## src/rtl/hex_debug_console.sv

```systemverilog
// hex_debug_console
//   Board-level CPU debug front end. Produces the CPU clock from a debounced
//   step key or a divided free-running clock, and shows a hex view of one of
//   several debug words on active-low seven-segment digits, with a page key
//   that scrolls across words wider than the display.
//
// Ports
//   CLOCK_50    in   system clock
//   reset_n     in   asynchronous active-low reset
//   step_key_n  in   raw step pushbutton, active-low, asynchronous
//   page_key_n  in   raw page pushbutton, active-low, asynchronous
//   run_mode    in   1 = free-run cpu_clock, 0 = single-step
//   chan_sel    in   displayed channel (values >= NUM_CHANNELS show channel 0)
//   chan_data   in   channel k at [k*DATA_WIDTH +: DATA_WIDTH]
//   cpu_clock   out  clock to the cpu
//   hex_n       out  digit i at [7*i +: 7], bit0 = seg a .. bit6 = seg g, active-low
//   page        out  current display page
//   step_count  out  accepted step presses, wraps at 16 bits
module hex_debug_console #(
   parameter int unsigned DATA_WIDTH      = 32,
   parameter int unsigned NUM_CHANNELS    = 2,
   parameter int unsigned NUM_DIGITS      = 4,
   parameter int unsigned DEBOUNCE_CYCLES = 500000,
   parameter int unsigned PULSE_CYCLES    = 4,
   parameter int unsigned RUN_DIV         = 25000000
) (
   input  logic                                  CLOCK_50,
   input  logic                                  reset_n,
   input  logic                                  step_key_n,
   input  logic                                  page_key_n,
   input  logic                                  run_mode,
   input  logic [((NUM_CHANNELS > 1) ? $clog2(NUM_CHANNELS) : 1)-1:0] chan_sel,
   input  logic [NUM_CHANNELS*DATA_WIDTH-1:0]    chan_data,
   output logic                                  cpu_clock,
   output logic [7*NUM_DIGITS-1:0]               hex_n,
   output logic [((((DATA_WIDTH + 4*NUM_DIGITS - 1) / (4*NUM_DIGITS)) > 1) ?
                  $clog2((DATA_WIDTH + 4*NUM_DIGITS - 1) / (4*NUM_DIGITS)) : 1)-1:0] page,
   output logic [15:0]                           step_count
);

   localparam int unsigned WIN_W     = 4 * NUM_DIGITS;
   localparam int unsigned NUM_PAGES = (DATA_WIDTH + WIN_W - 1) / WIN_W;
   localparam int unsigned PAD_W     = NUM_PAGES * WIN_W;
   localparam int unsigned PG_W      = (NUM_PAGES > 1) ? $clog2(NUM_PAGES) : 1;
   localparam int unsigned CNT_W     = (DEBOUNCE_CYCLES > 1) ? $clog2(DEBOUNCE_CYCLES) : 1;
   localparam int unsigned PC_W      = $clog2(PULSE_CYCLES + 1);
   localparam int unsigned DIV_W     = (RUN_DIV > 1) ? $clog2(RUN_DIV) : 1;

   localparam logic [CNT_W-1:0] DB_LAST   = CNT_W'(DEBOUNCE_CYCLES - 1);
   localparam logic [PC_W-1:0]  PULSE_LD  = PC_W'(PULSE_CYCLES);
   localparam logic [DIV_W-1:0] DIV_LAST  = DIV_W'(RUN_DIV - 1);
   localparam logic [PG_W-1:0]  PG_LAST   = PG_W'(NUM_PAGES - 1);

   typedef enum logic {
      MODE_STEP = 1'b0,
      MODE_RUN  = 1'b1
   } mode_t;

   // ------------------------------------------------------------------
   // Key synchronisers and debouncers. Index 0 = step key, 1 = page key.
   // ------------------------------------------------------------------
   logic [1:0]       key_raw;
   logic [1:0]       key_s1;
   logic [1:0]       key_s2;
   logic [1:0]       key_acc;
   logic [1:0]       key_arm;
   logic [1:0]       key_stb;
   logic [CNT_W-1:0] key_cnt [2];

   assign key_raw = {page_key_n, step_key_n};

   // A key comes out of reset unarmed: it must be seen released for a full
   // debounce interval before presses are recognised, so a key held through
   // reset cannot produce a strobe until it is released and pressed again.
   always_ff @(posedge CLOCK_50 or negedge reset_n) begin
      if (!reset_n) begin
         key_s1  <= '1;
         key_s2  <= '1;
         key_acc <= '1;
         key_arm <= '0;
         key_stb <= '0;
         for (int unsigned k = 0; k < 2; k++) begin
            key_cnt[k] <= '0;
         end
      end else begin
         key_s1 <= key_raw;
         key_s2 <= key_s1;
         for (int unsigned k = 0; k < 2; k++) begin
            key_stb[k] <= 1'b0;
            if (!key_arm[k]) begin
               if (key_s2[k]) begin
                  if (key_cnt[k] == DB_LAST) begin
                     key_arm[k] <= 1'b1;
                     key_cnt[k] <= '0;
                  end else begin
                     key_cnt[k] <= key_cnt[k] + 1'b1;
                  end
               end else begin
                  key_cnt[k] <= '0;
               end
            end else if (key_s2[k] == key_acc[k]) begin
               key_cnt[k] <= '0;
            end else if (key_cnt[k] == DB_LAST) begin
               key_acc[k] <= key_s2[k];
               key_cnt[k] <= '0;
               key_stb[k] <= ~key_s2[k];
            end else begin
               key_cnt[k] <= key_cnt[k] + 1'b1;
            end
         end
      end
   end

   logic step_stb;
   logic page_stb;

   assign step_stb = key_stb[0];
   assign page_stb = key_stb[1];

   // ------------------------------------------------------------------
   // Mode synchroniser and CPU clock generator.
   // ------------------------------------------------------------------
   logic mode_s1;
   logic mode_s2;

   always_ff @(posedge CLOCK_50 or negedge reset_n) begin
      if (!reset_n) begin
         mode_s1 <= 1'b0;
         mode_s2 <= 1'b0;
      end else begin
         mode_s1 <= run_mode;
         mode_s2 <= mode_s1;
      end
   end

   mode_t            mode_q;
   mode_t            mode_d;
   mode_t            mode_req;
   logic             clk_d;
   logic [PC_W-1:0]  pulse_cnt;
   logic [PC_W-1:0]  pulse_d;
   logic [DIV_W-1:0] div_cnt;
   logic [DIV_W-1:0] div_d;
   logic [15:0]      steps_d;

   assign mode_req = mode_s2 ? MODE_RUN : MODE_STEP;

   always_ff @(posedge CLOCK_50 or negedge reset_n) begin
      if (!reset_n) begin
         mode_q     <= MODE_STEP;
         cpu_clock  <= 1'b0;
         pulse_cnt  <= '0;
         div_cnt    <= '0;
         step_count <= '0;
      end else begin
         mode_q     <= mode_d;
         cpu_clock  <= clk_d;
         pulse_cnt  <= pulse_d;
         div_cnt    <= div_d;
         step_count <= steps_d;
      end
   end

   // A mode change parks cpu_clock low with both counters cleared, so the
   // next rising edge in either mode always begins a full-length high phase.
   always_comb begin
      mode_d  = mode_q;
      clk_d   = cpu_clock;
      pulse_d = pulse_cnt;
      div_d   = div_cnt;
      steps_d = step_count;
      if (mode_req != mode_q) begin
         mode_d  = mode_req;
         clk_d   = 1'b0;
         pulse_d = '0;
         div_d   = '0;
      end else begin
         case (mode_q)
            MODE_STEP: begin
               if (pulse_cnt != '0) begin
                  pulse_d = pulse_cnt - 1'b1;
                  if (pulse_cnt == PC_W'(1)) begin
                     clk_d = 1'b0;
                  end
               end else if (step_stb) begin
                  clk_d   = 1'b1;
                  pulse_d = PULSE_LD;
                  steps_d = step_count + 16'd1;
               end
            end
            MODE_RUN: begin
               if (div_cnt == DIV_LAST) begin
                  div_d = '0;
                  clk_d = ~cpu_clock;
               end else begin
                  div_d = div_cnt + 1'b1;
               end
            end
         endcase
      end
   end

   // ------------------------------------------------------------------
   // Page register.
   // ------------------------------------------------------------------
   always_ff @(posedge CLOCK_50 or negedge reset_n) begin
      if (!reset_n) begin
         page <= '0;
      end else if (page_stb) begin
         page <= (page == PG_LAST) ? '0 : page + 1'b1;
      end
   end

   // ------------------------------------------------------------------
   // Display path.
   // ------------------------------------------------------------------
   function automatic logic [6:0] seg7(input logic [3:0] nib);
      logic [6:0] s;
      case (nib)
         4'h0: s = 7'h40;
         4'h1: s = 7'h79;
         4'h2: s = 7'h24;
         4'h3: s = 7'h30;
         4'h4: s = 7'h19;
         4'h5: s = 7'h12;
         4'h6: s = 7'h02;
         4'h7: s = 7'h78;
         4'h8: s = 7'h00;
         4'h9: s = 7'h10;
         4'hA: s = 7'h08;
         4'hB: s = 7'h03;
         4'hC: s = 7'h46;
         4'hD: s = 7'h21;
         4'hE: s = 7'h06;
         default: s = 7'h0E;
      endcase
      return s;
   endfunction

   logic [DATA_WIDTH-1:0]   word;
   logic [PAD_W-1:0]        padded;
   logic [WIN_W-1:0]        win;
   logic [7*NUM_DIGITS-1:0] hex_d;

   // Out-of-range selects fall through to the channel 0 default.
   always_comb begin
      word = chan_data[DATA_WIDTH-1:0];
      for (int unsigned k = 1; k < NUM_CHANNELS; k++) begin
         if (32'(chan_sel) == k) begin
            word = chan_data[k*DATA_WIDTH +: DATA_WIDTH];
         end
      end
      padded                 = '0;
      padded[DATA_WIDTH-1:0] = word;
      win = padded[WIN_W-1:0];
      for (int unsigned p = 1; p < NUM_PAGES; p++) begin
         if (PG_W'(p) == page) begin
            win = padded[p*WIN_W +: WIN_W];
         end
      end
      hex_d = '1;
      for (int unsigned i = 0; i < NUM_DIGITS; i++) begin
         hex_d[7*i +: 7] = seg7(win[4*i +: 4]);
      end
   end

   always_ff @(posedge CLOCK_50 or negedge reset_n) begin
      if (!reset_n) begin
         hex_n <= '1;
      end else begin
         hex_n <= hex_d;
      end
   end

endmodule

```

## config.mk

```make
export PLATFORM = sky130hd
export DESIGN_NAME = hex_debug_console
export DESIGN_NICKNAME = d
export VERILOG_FILES = /design/src/rtl/hex_debug_console.sv
export SDC_FILE = /design/constraint.sdc
export NUM_CORES = 1
export LEC_CHECK = 0
export CORE_MARGIN = 2
export CORE_UTILIZATION = 48
export DETAILED_ROUTE_END_ITERATION = 7
export PLACE_DENSITY = 0.73
export SETUP_SLACK_MARGIN = 0.05
export SKIP_LAST_GASP = 1
export SLEW_MARGIN = 20
export SYNTH_ARGS = -nofsm -noshare
export SYNTH_HDL_FRONTEND = slang
export SYNTH_SLANG_ARGS = --single-unit
```

## constraint.sdc

```tcl
create_clock -name CLOCK_50 -period 6 [get_ports CLOCK_50]
set_clock_uncertainty 0.15 [all_clocks]
set_input_delay 1.5 -clock CLOCK_50 [delete_from_list [all_inputs] [get_ports CLOCK_50]]
set_output_delay 1.5 -clock CLOCK_50 [all_outputs]
set_load 0.02 [all_outputs]
```

==> flow_summary_export.csv <==
group,metric,value,unit
routing,firstDrtPassIters,4,
power_and_ir_drop,max-vdd-ir-drop,272,uV
die,core_area,13800,um2
clock_network,tritoncts,"built",
clock_network,clk_path_buf_depth,2,
routing,first_iter_violations,453,
clock_network,clockRootBuffer,"clkbuf_16",
routing,via_per_inst,5.44,
finish,syn2layout_area_growth,28.0,%
die,start_util,0.489,
grt,track_usage,0.207,
timing,finalWorstPathRequiredPeriod,3.61,ns
worst_setup_path,crit_family,"flip-flops",
power_and_ir_drop,swShare,0.265,
clock_network,post-cts-setup-buffers,0,
worst_hold_path,min_from,"key_s1[0]$_DFF_PN1_",
worst_setup_path,end_kind,"output port",
synth,syn_inst,662,
placement,dpl.hpwl,10600,um
worst_setup_path,r2r-start,"div_cnt[0]$_DFFE_PN0P_",
clock_network,h-tree-depth,4,
run_status,status,"completed",
grt,grt_pass1_vias,5327,
routing,vias,5259,
synth,synth_async_sr_flop_share,1.00,
die,ioPinCount,116,
worst_setup_path,path_buf_inv,1,
worst_setup_path,r2r-end,"div_cnt[24]$_DFFE_PN0P_",
power_and_ir_drop,seq_power_share,0.387,
power_and_ir_drop,cellLeakagePower,3.63,nW
synth,syn-num-nets,762,
synth,ys.flop_type,"dfrtp_1",
power_and_ir_drop,clkPwrFrac,0.430,
routing,ant_nets,0,
finish,final_util,0.626,
timing,worst_pin_slew,0.961,ns
worst_setup_path,reg2reg_depth,6,
worst_setup_path,r2r_slack,3.52,ns
timing,setup_viol,0,
synth,synth-seq-area-share,0.469,
synth,synth_edf_count,0,
worst_hold_path,min_path_type,"flop to flop",
routing,wire_per_inst,15.1,um
placement,gp_congestion,0.853,
grt,antenna_found_initial,0,
clock_network,ctsResizeCount,0,
finish,regArea,3170,um2
worst_setup_path,slowest_stage,"dfrtp_1",
clock_network,cts_hold_buffers,0,
timing,rsz0062_at_grt,"no",
die,die_h,123,um
worst_setup_path,crit_path_max_incr_delay,0.81,ns
worst_hold_path,whs_endpoint,"key_s2[0]$_DFF_PN1_",
synth,syn-cell-area,6760,um2
placement,numPortBuffers,115,
finish,n_antenna_cell,0,
finish,layout.nets,873,
timing,max_freq,0.277,GHz
routing,drc,0,
synth,yosys_warnings,0,
worst_setup_path,path_class,"flop to output port",
finish,fill_cells,1055,
worst_setup_path,path_max_fanout,18,
clock_network,clock_latency,0.41,ns
timing,tns,0,ns
synth,ys_types,51,
clock_network,numCtsBuffers,17,
grt,grt_max_degree,80,
finish,drive_above_1_share,0.135,
grt,grt_pass1_wl,24600,um
timing,slew-limit-headroom,0.359,
worst_setup_path,cp.required,4.35,ns
power_and_ir_drop,netSwitchingPower,0.000645,W
worst_setup_path,arrival,1.96,ns
clock_network,clkTransAtPathRegs,0.05,ns
routing,drt_wl_total,14600,um
worst_setup_path,start_kind,"flop",
timing,slew_violations,0,
timing,timing.final.crit_share,0.602,
job,maxCapViolations,0,
worst_hold_path,min_path_cells,0,
die,die-area,15100,um2
finish,multiInputGateArea,3400,um2
synth,ys_ff_latch,125,
die,rows,43,
power_and_ir_drop,comb_power_share,0.183,
die,dieWidth,123,um
worst_setup_path,cp_cell_sequence,"clkdlybuf4s50_1",
synth,synth.avg_cell_area,10.2,um2
power_and_ir_drop,intPower,0.00179,W
clock_network,cts.sinks,125,
timing,final_hold_viol_count,0,
grt,grt.overflow.total,0,
power_and_ir_drop,p_per_area,281,nW/um2
-- metrics by stage --
stage / power (W) / hold slack [ns] / setup slack, ns / cell area [um2] / std cells
2_1_floorplan: 0.00122 / 0.181 / 2.58 / 6760 / 662
3_3_place_gp: 0.00138 / 0.195 / 2.16 / 8040 / 934
3_5_place_dp: 0.00140 / 0.201 / 2.07 / 8040 / 934
4_1_cts: 0.00245 / 0.208 / 2.34 / 8650 / 966
5_1_grt: 0.00255 / 0.211 / 2.31 / 8650 / 966
6_report: 0.00243 / 0.206 / 2.39 / 8650 / 966
-- state kept, by name (all words and copies together), names as in the netlist --
signal / flops
key_cnt: 38
hex_n: 28
div_cnt: 25
step_count: 16
pulse_cnt: 3
key_acc: 2
key_arm: 2
key_s1: 2
key_s2: 2
key_stb: 2
cpu_clock: 1
mode_q: 1
mode_s1: 1
mode_s2: 1
page: 1
-- per-layer routing --
metal  part of all wire  up-vias  GRT usage
li1                   -     2557          -
met1               0.44     2537      0.258
met2               0.50      149      0.353
met3              0.054       16     0.0493
met4              0.013        0     0.0704
met5                  0        -          0
-- worst max-delay path by stage --
stage | from | to | slack [ns] | depth (start not counted)
after floorplan | chan_sel | hex_n[10]$_DFF_PN1_ | 2.58 | 9
after global placement | chan_sel | hex_n[24]$_DFF_PN1_ | 2.16 | 9
after detailed placement | chan_sel | hex_n[10]$_DFF_PN1_ | 2.07 | 9
after CTS | page$_DFFE_PN0P_ | page | 2.34 | 1
after global routing | chan_sel | hex_n[17]$_DFF_PN1_ | 2.31 | 9
final | page$_DFFE_PN0P_ | page | 2.39 | 1
-- layout make-up --
cell class / instances / area share
clock buffer: 23 / 0.0552
inverter: 21 / 0.00911
multi-input combinational: 491 / 0.393
sequential: 125 / 0.366
timing repair buffer: 117 / 0.134
tap: 180 / 0.0260
clock inverter: 9 / 0.0156
-- synthesized netlist by cell type (all sizes together) (4+ instances only) --
cell type	number	area, um2
a21o	8	60.1
a21oi	24	124
a22o	4	35.0
a22oi	5	37.5
a31oi	6	37.5
and2	8	50.1
and3	14	87.6
and4	8	70.1
buf	10	56.3
clkbuf	15	56.3
dfrtp	91	2280
dfstp	34	893
ha	30	375
inv	21	78.8
mux2	13	146
mux2i	7	70.1
mux4	16	360
nand2	75	282
nand2b	4	25.0
nand3	34	170
nand4	22	144
nor2	67	251
nor2b	9	56.3
nor3	10	50.1
nor3b	4	30.0
nor4	9	83.8
o21a	8	60.1
o21ai	25	125
o22ai	6	37.5
or2	4	25.0
or3	5	31.3
xnor2	24	210
xor2	28	245
-- power groups by stage --
| stage | clock network [W] | registers (W) | logic [W] |
|---|---|---|---|
| detailed placement | 0 | 0.000953 | 0.000442 |
| global route | 0.00111 | 0.000947 | 0.000494 |
| floorplan | 0 | 0.000979 | 0.000242 |
| global placement | 0 | 0.000952 | 0.000429 |
| CTS | 0.00107 | 0.000940 | 0.000446 |
| finish | 0.00105 | 0.000940 | 0.000446 |
-- logic make-up (layout without fill, tap and decap cells) --
logic type	after synthesis	after routing	share of synthesized area
buffers and inverters	46	170	0.0283
AOI/OAI and AO/OA	94	94	0.0859
DFF	125	125	0.469
and+or+nand+nor	279	279	0.209
muxes	36	36	0.0853
adders and majority gates	30	30	0.0555
xor gates and xnor gates	52	52	0.0674
-- cell usage in the layout (no fill, tap or decap), types with 6 or more instances in the layout --
cell type / count
nor3_1: 10
o21ai_0: 25
and3_1: 14
dfstp_2: 34
xnor2_1: 24
inv_1: 21
a31oi_1: 6
xor2_1: 28
and4_1: 8
a21oi_1: 23
nor2_1: 67
nand2_1: 75
a21o_1: 8
clkdlybuf4s50_1: 114
mux2i_1: 7
nor4_1: 6
nand4_1: 21
ha_1: 29
clkbuf_16: 17
nor2b_1: 9
and2_1: 7
nand3_1: 34
dfrtp_1: 91
o21a_1: 8
o22ai_1: 6
mux2_2: 13
mux4_2: 16
Power figures use the tool's default switching activity.
